### src/rtl/mem_stage_pkg.sv
// Shared definitions for the memory stage: EX opcode encodings, the stage
// FSM state type, flag bit positions and an address-alignment helper.
package mem_stage_pkg;

    typedef enum logic [1:0] {
        OP_NONE = 2'b00,
        OP_LW   = 2'b01,
        OP_SW   = 2'b10,
        OP_RSVD = 2'b11
    } ex_op_e;

    typedef enum logic {
        ST_IDLE   = 1'b0,
        ST_ACCESS = 1'b1
    } state_e;

    localparam int FLAG_Z = 2;
    localparam int FLAG_V = 1;
    localparam int FLAG_N = 0;

    // Memory is halfword addressed; bit 0 of the ALU result is dropped.
    function automatic logic [15:0] word_addr(input logic [15:0] a);
        return {a[15:1], 1'b0};
    endfunction

endpackage

### src/rtl/mem_stage_flag_reg.sv
// flag_reg: 3-bit {Z,V,N} register with per-bit load enable.
// Ports: clk, rst_n (async, active-low), flag_in (new values),
//        load (per-bit enable), flag_q (registered flags).
module flag_reg (
    input  logic       clk,
    input  logic       rst_n,
    input  logic [2:0] flag_in,
    input  logic [2:0] load,
    output logic [2:0] flag_q
);

    logic [2:0] flag_d;

    always_comb begin
        flag_d = flag_q;
        for (int i = 0; i < 3; i++) begin
            if (load[i]) flag_d[i] = flag_in[i];
        end
    end

    always_ff @(posedge clk or negedge rst_n) begin
        if (!rst_n) flag_q <= 3'b000;
        else        flag_q <= flag_d;
    end

endmodule

### src/rtl/mem_stage.sv
// mem_stage: pipeline memory stage. Accepts one instruction from EX, issues a
// registered load/store request for LW/SW and waits for mem_ack (with a
// timeout), or forwards the ALU result straight to writeback otherwise.
// Ports: clk, rst_n | ex_* instruction from EX, stall back-pressure |
//        mem_* request/response | wb_* writeback pulse | flags, mem_err.
//
// state     | meaning
// ----------+---------------------------------------------------------
// ST_IDLE   | ready; accepts ex_valid, non-memory ops complete here
// ST_ACCESS | memory request outstanding, waiting for mem_ack/timeout
module mem_stage
    import mem_stage_pkg::*;
#(
    parameter int MAX_WAIT = 15
) (
    input  logic        clk,
    input  logic        rst_n,
    input  logic        ex_valid,
    input  logic [1:0]  ex_op,
    input  logic [15:0] ex_alu_res,
    input  logic [15:0] ex_wdata,
    input  logic [3:0]  ex_rd,
    input  logic        ex_we,
    input  logic [2:0]  ex_flag,
    input  logic [2:0]  ex_flag_en,
    output logic        stall,
    output logic        mem_req,
    output logic        mem_wr,
    output logic [15:0] mem_addr,
    output logic [15:0] mem_wdata,
    input  logic [15:0] mem_rdata,
    input  logic        mem_ack,
    output logic        wb_valid,
    output logic        wb_we,
    output logic [3:0]  wb_rd,
    output logic [15:0] wb_data,
    output logic [2:0]  flags,
    output logic        mem_err
);

    localparam logic [3:0] MAX_WAIT_C = 4'(MAX_WAIT);

    state_e      state_q, state_d;
    logic [3:0]  cnt_q, cnt_d, cnt_inc;
    logic        mem_req_q, mem_req_d;
    logic        mem_wr_q, mem_wr_d;
    logic [15:0] mem_addr_q, mem_addr_d;
    logic [15:0] mem_wdata_q, mem_wdata_d;
    logic        wb_valid_q, wb_valid_d;
    logic        wb_we_q, wb_we_d;
    logic [3:0]  wb_rd_q, wb_rd_d;
    logic [15:0] wb_data_q, wb_data_d;
    logic        mem_err_q, mem_err_d;
    // Destination info of the outstanding memory op, replayed at completion.
    logic        acc_lw_q, acc_lw_d;
    logic        acc_we_q, acc_we_d;
    logic [3:0]  acc_rd_q, acc_rd_d;

    logic        accept;
    logic [2:0]  flag_load;

    assign accept  = (state_q == ST_IDLE) && ex_valid;
    assign cnt_inc = cnt_q + 4'd1;

    always_comb begin
        flag_load         = 3'b000;
        flag_load[FLAG_Z] = accept && ex_flag_en[FLAG_Z];
        flag_load[FLAG_V] = accept && ex_flag_en[FLAG_V];
        flag_load[FLAG_N] = accept && ex_flag_en[FLAG_N];
    end

    always_comb begin
        state_d     = state_q;
        cnt_d       = cnt_q;
        mem_req_d   = mem_req_q;
        mem_wr_d    = mem_wr_q;
        mem_addr_d  = mem_addr_q;
        mem_wdata_d = mem_wdata_q;
        wb_valid_d  = 1'b0;
        wb_we_d     = wb_we_q;
        wb_rd_d     = wb_rd_q;
        wb_data_d   = wb_data_q;
        mem_err_d   = 1'b0;
        acc_lw_d    = acc_lw_q;
        acc_we_d    = acc_we_q;
        acc_rd_d    = acc_rd_q;

        case (state_q)
            ST_IDLE: begin
                if (ex_valid) begin
                    if (ex_op == OP_LW || ex_op == OP_SW) begin
                        state_d     = ST_ACCESS;
                        cnt_d       = 4'd0;
                        mem_req_d   = 1'b1;
                        mem_wr_d    = (ex_op == OP_SW);
                        mem_addr_d  = word_addr(ex_alu_res);
                        mem_wdata_d = (ex_op == OP_SW) ? ex_wdata : 16'h0000;
                        acc_lw_d    = (ex_op == OP_LW);
                        acc_we_d    = ex_we;
                        acc_rd_d    = ex_rd;
                    end else begin
                        wb_valid_d = 1'b1;
                        wb_data_d  = ex_alu_res;
                        wb_rd_d    = ex_rd;
                        wb_we_d    = ex_we && (ex_op != OP_RSVD);
                    end
                end
            end
            ST_ACCESS: begin
                // A late ack on the timeout edge still counts as completion.
                if (mem_ack) begin
                    state_d    = ST_IDLE;
                    mem_req_d  = 1'b0;
                    wb_valid_d = 1'b1;
                    wb_rd_d    = acc_rd_q;
                    if (acc_lw_q) begin
                        wb_data_d = mem_rdata;
                        wb_we_d   = acc_we_q;
                    end else begin
                        wb_we_d   = 1'b0;
                    end
                end else begin
                    cnt_d = cnt_inc;
                    if (cnt_inc == MAX_WAIT_C) begin
                        state_d    = ST_IDLE;
                        mem_req_d  = 1'b0;
                        mem_err_d  = 1'b1;
                        wb_valid_d = 1'b1;
                        wb_we_d    = 1'b0;
                        wb_rd_d    = acc_rd_q;
                    end
                end
            end
            default: state_d = ST_IDLE;
        endcase
    end

    always_ff @(posedge clk or negedge rst_n) begin
        if (!rst_n) begin
            state_q     <= ST_IDLE;
            cnt_q       <= 4'd0;
            mem_req_q   <= 1'b0;
            mem_wr_q    <= 1'b0;
            mem_addr_q  <= 16'h0000;
            mem_wdata_q <= 16'h0000;
            wb_valid_q  <= 1'b0;
            wb_we_q     <= 1'b0;
            wb_rd_q     <= 4'd0;
            wb_data_q   <= 16'h0000;
            mem_err_q   <= 1'b0;
            acc_lw_q    <= 1'b0;
            acc_we_q    <= 1'b0;
            acc_rd_q    <= 4'd0;
        end else begin
            state_q     <= state_d;
            cnt_q       <= cnt_d;
            mem_req_q   <= mem_req_d;
            mem_wr_q    <= mem_wr_d;
            mem_addr_q  <= mem_addr_d;
            mem_wdata_q <= mem_wdata_d;
            wb_valid_q  <= wb_valid_d;
            wb_we_q     <= wb_we_d;
            wb_rd_q     <= wb_rd_d;
            wb_data_q   <= wb_data_d;
            mem_err_q   <= mem_err_d;
            acc_lw_q    <= acc_lw_d;
            acc_we_q    <= acc_we_d;
            acc_rd_q    <= acc_rd_d;
        end
    end

    flag_reg u_flag_reg (
        .clk     (clk),
        .rst_n   (rst_n),
        .flag_in (ex_flag),
        .load    (flag_load),
        .flag_q  (flags)
    );

    assign stall     = (state_q == ST_ACCESS);
    assign mem_req   = mem_req_q;
    assign mem_wr    = mem_wr_q;
    assign mem_addr  = mem_addr_q;
    assign mem_wdata = mem_wdata_q;
    assign wb_valid  = wb_valid_q;
    assign wb_we     = wb_we_q;
    assign wb_rd     = wb_rd_q;
    assign wb_data   = wb_data_q;
    assign mem_err   = mem_err_q;

endmodule
### config.mk
export PLATFORM = sky130hd
export DESIGN_NAME = mem_stage
export DESIGN_NICKNAME = d
export VERILOG_FILES = /design/src/rtl/mem_stage_pkg.sv /design/src/rtl/mem_stage_flag_reg.sv /design/src/rtl/mem_stage.sv
export SDC_FILE = /design/constraint.sdc
export NUM_CORES = 1
export LEC_CHECK = 0
export CAP_MARGIN = 10
export CORE_UTILIZATION = 30
export DETAILED_ROUTE_END_ITERATION = 8
export PLACE_DENSITY = 0.65
export SYNTH_ARGS = -nofsm -noshare
export SYNTH_HDL_FRONTEND = slang
export SYNTH_HIERARCHICAL = 1
export SYNTH_SLANG_ARGS = --single-unit
export TNS_END_PERCENT = 10
### constraint.sdc
create_clock -name clk -period 1.7 [get_ports clk]
set_input_delay 0.34 -clock clk [delete_from_list [all_inputs] [get_ports clk]]
set_output_delay 0.34 -clock clk [all_outputs]
set_load 0.02 [all_outputs]
==> impl_metrics.env <==
export IMPL_fin_area_mm2=0.00503
export IMPL_final_common_cell="nand2_1"
export IMPL_crit_type="reg2reg"
export IMPL_reg2reg_depth=6
export IMPL_crit_slowest_cell="dfrtp_1"
export IMPL_ys_seq_area_frac=0.557
export IMPL_setup_violations=0
export IMPL_drtIter0Drc=173
export IMPL_syn_area_mm2=0.00314
export IMPL_grt_max_degree=38
export IMPL_port_buffers=124
export IMPL_cts_htree_levels=3
export IMPL_p_seq_frac=0.392
export IMPL_path_clk_slew_ns=0.08
export IMPL_rr_endpoint="wb_we$_DFFE_PN0P_"
export IMPL_clock_skew_ns=0.00911
export IMPL_hp_class="reg2reg"
export IMPL_period_minus_slack_ns=1.66
export IMPL_dieWidth_um=104
export IMPL_cts_tree="yes"
export IMPL_timing_rr_start="cnt_q[1]$_DFFE_PN0P_"
export IMPL_yosys_warnings=6
export IMPL_clkPwrFrac=0.218
export IMPL_r2r_setup_slack_ns=0.04
export IMPL_cp_max_fo=3
export IMPL_gp_congestion=0.752
export IMPL_clock_fmax_mhz=602
export IMPL_hold_viol_final=0
export IMPL_cp_required_ns=1.92
export IMPL_critPathCaptureType="register"
export IMPL_seq_area_mm2=0.00175
export IMPL_worstPathCellList="buf_4, ha_4, nand3_1, a211oi_1, or3_4, mux2_4"
export IMPL_cp_startpoint="cnt_q[1]$_DFFE_PN0P_"
export IMPL_multi_input_area_mm2=0.00136
export IMPL_post_dp_hpwl_mm=5.95
export IMPL_num_rows=36
export IMPL_syn_inst=322
export IMPL_drc=0
export IMPL_final_util=0.506
export IMPL_status="finished clean"
export IMPL_nets=537
export IMPL_drv_slew=0
export IMPL_path_delay_family="simple AND/OR/NAND/NOR gates"
export IMPL_switching_share=0.345
export IMPL_setup_worst_path_end="wb_we$_DFFE_PN0P_"
export IMPL_placeableCoreArea_mm2=0.00995
export IMPL_fin_crit_sh=0.977
export IMPL_antenna_found_initial=0
export IMPL_place_area_mm2=0.00471
export IMPL_overflow=0
export IMPL_critPathMaxStageDelay_ns=0.40
export IMPL_drive_gt1_frac=0.142
export IMPL_setup_ws_ns=0.0383
export IMPL_area_growth_syn_to_layout_pct=60.2
export IMPL_grt_pass1_wl_mm=14.0
export IMPL_synth_area_leaders="dfrtp_1 (56%), nand2_1 (14%), mux2i_1 (5.4%)"
export IMPL_clockRootBuffer="clkbuf_8"
export IMPL_cts_buffers=9
export IMPL_crit_path_start_kind="register"
export IMPL_grt_usage=0.160
export IMPL_start_util=0.316
export IMPL_postRouteAntennaNets=0
export IMPL_nFillCells=921
export IMPL_power_switching_mw=2.05
export IMPL_synth_nets=392
export IMPL_dieArea_mm2=0.0109
export IMPL_p_leak_nw=2.61
export IMPL_maxCapViolations=0
export IMPL_crit_cells=6
export IMPL_pin_count=126
export IMPL_n_antenna_cell=0
export IMPL_critPathBufInv=1
export IMPL_p_per_area_mw_per_mm2=1180
export IMPL_via_per_inst=4.53
export IMPL_grt_pass1_vias=2816
export IMPL_ys_types=35
export IMPL_dr_pass1_iters=4
export IMPL_clkLatencyLatePin_ns=0.34
export IMPL_vdd_ir_drop_max_mv=0.492
export IMPL_die_y_um=104
export IMPL_final_cell_mix="nand2_1 (116), clkdlybuf4s50_1 (97), dfrtp_1 (70)"
export IMPL_num_vias=2739
export IMPL_arrival_ns=1.88
export IMPL_synth_seq_cells=70
export IMPL_combPwrFrac=0.390
export IMPL_syn_area_per_cell_um2=9.76
export IMPL_cts_sinks=70
export IMPL_dp_slack_ns=-0.477
export IMPL_p_int_mw=3.90
export IMPL_synth_top_cell_area_share=0.557
export IMPL_clockBufferDepth=2
export IMPL_wl_per_cell_um=14.1
export IMPL_routed_wl_mm=8.50
export IMPL_yosysTopAreaCell="dfrtp_1"
==> repair_timing <==
action | 4_1_cts | 5_1_grt
hold buffers | 1 | 0
endpoints found under the hold margin | 33 | 0
pin swaps | 1 | 7
buffers inserted | 1 | 3
resized for setup | 15 | 23
setup endpoints to repair | 39 | 25
==> final cells by class <==
class,instances,area share
multi-input combinational,229,0.270
clock inverter,4,0.00572
clock buffer,12,0.0328
timing repair buffer,153,0.307
sequential,70,0.348
tap,133,0.0331
inverter,4,0.00298
==> synth_stat cells <==
master	count
buf_6	1
nor4b_1	1
mux2_4	4
nand4_1	1
and2b_1	1
nand3b_1	1
a21o_2	1
o221a_1	4
a32oi_1	1
nor3b_2	1
a21oi_1	1
buf_4	1
ha_1	5
nor2_1	2
and2_1	3
xor2_1	1
or3_4	1
dfrtp_1	70
o311a_2	1
nand3_1	21
mux2i_1	17
o21a_1	1
inv_1	4
nand2_2	2
buf_2	9
nand2_1	117
nand2b_1	5
conb_1	1
o21ai_0	23
a21bo_1	2
nand3b_2	1
clkbuf_1	8
a211oi_1	1
and3_1	4
a211o_1	5
==> flip-flops by register name, indices dropped and copies added, names as in the netlist, 3 cells and up <==
register,cells
u_flag_reg/flag_q,3
mem_wdata,16
wb_data,16
cnt_q,4
wb_rd,4
acc_rd_q,4
mem_addr,15
==> per-stage QoR <==
step | cells | total power, mW | TNS [ns] | hold slack (ns)
2_1_floorplan | 322 | 3.41 | 0 | 0.0444
6_report | 605 | 5.95 | 0 | 0.472
3_5_place_dp | 584 | 4.64 | -25.64 | 0.321
3_3_place_gp | 584 | 4.59 | -24.44 | 0.314
4_1_cts | 602 | 5.97 | 0 | 0.477
5_1_grt | 605 | 6.32 | -0.0389 | 0.496
==> how the worst min path moves through the flow <==
stage / from / to / slack, ns / cells past startpoint
3_3_place_gp: rst_n / wb_data[0]$_DFFE_PN0P_ / 0.31 / 1
2_1_floorplan: rst_n / acc_lw_q$_DFFE_PN0P_ / 0.04 / 0
5_1_grt: mem_wdata[0]$_DFFE_PN0P_ / mem_wdata[0]$_DFFE_PN0P_ / 0.50 / 2
4_1_cts: mem_wdata[7]$_DFFE_PN0P_ / mem_wdata[7]$_DFFE_PN0P_ / 0.48 / 2
6_report: mem_wdata[11]$_DFFE_PN0P_ / mem_wdata[11]$_DFFE_PN0P_ / 0.47 / 2
3_5_place_dp: rst_n / wb_data[0]$_DFFE_PN0P_ / 0.32 / 1
==> kinds of logic after synthesis <==
kind of cell             share of synthesized area
AND/OR/NAND/NOR                              0.224
XOR/XNOR                                   0.00279
other                                      0.00119
multiplexers                                0.0732
adder cells (fa/ha/maj)                     0.0199
flip-flops                                   0.557
AO/OA/AOI/OAI                               0.0868
buffers and inverters                       0.0346
==> worst reg2reg max path: stages, from the launching register on <==
cell	delay, ns
dfrtp_1	0.40
buf_4	0.16
ha_4	0.16
nand3_1	0.08
a211oi_1	0.06
or3_4	0.39
mux2_4	0.30
==> power groups by stage <==
stage,registers (mW),logic [mW],clock network (mW)
finish,2.33,2.32,1.30
global route,2.40,2.51,1.42
CTS,2.34,2.28,1.35
detailed placement,2.36,2.27,0
global placement,2.35,2.23,0
floorplan,2.77,0.633,0
==> metal layers <==
layer	vias to the layer above	wire length [um]	GRT usage
li1	1357	-	-
met5	-	0	0
met2	93	4060	0.259
met4	0	102	0.0500
met1	1279	3770	0.204
met3	10	572	0.0476
Power figures use the tool's default switching activity.
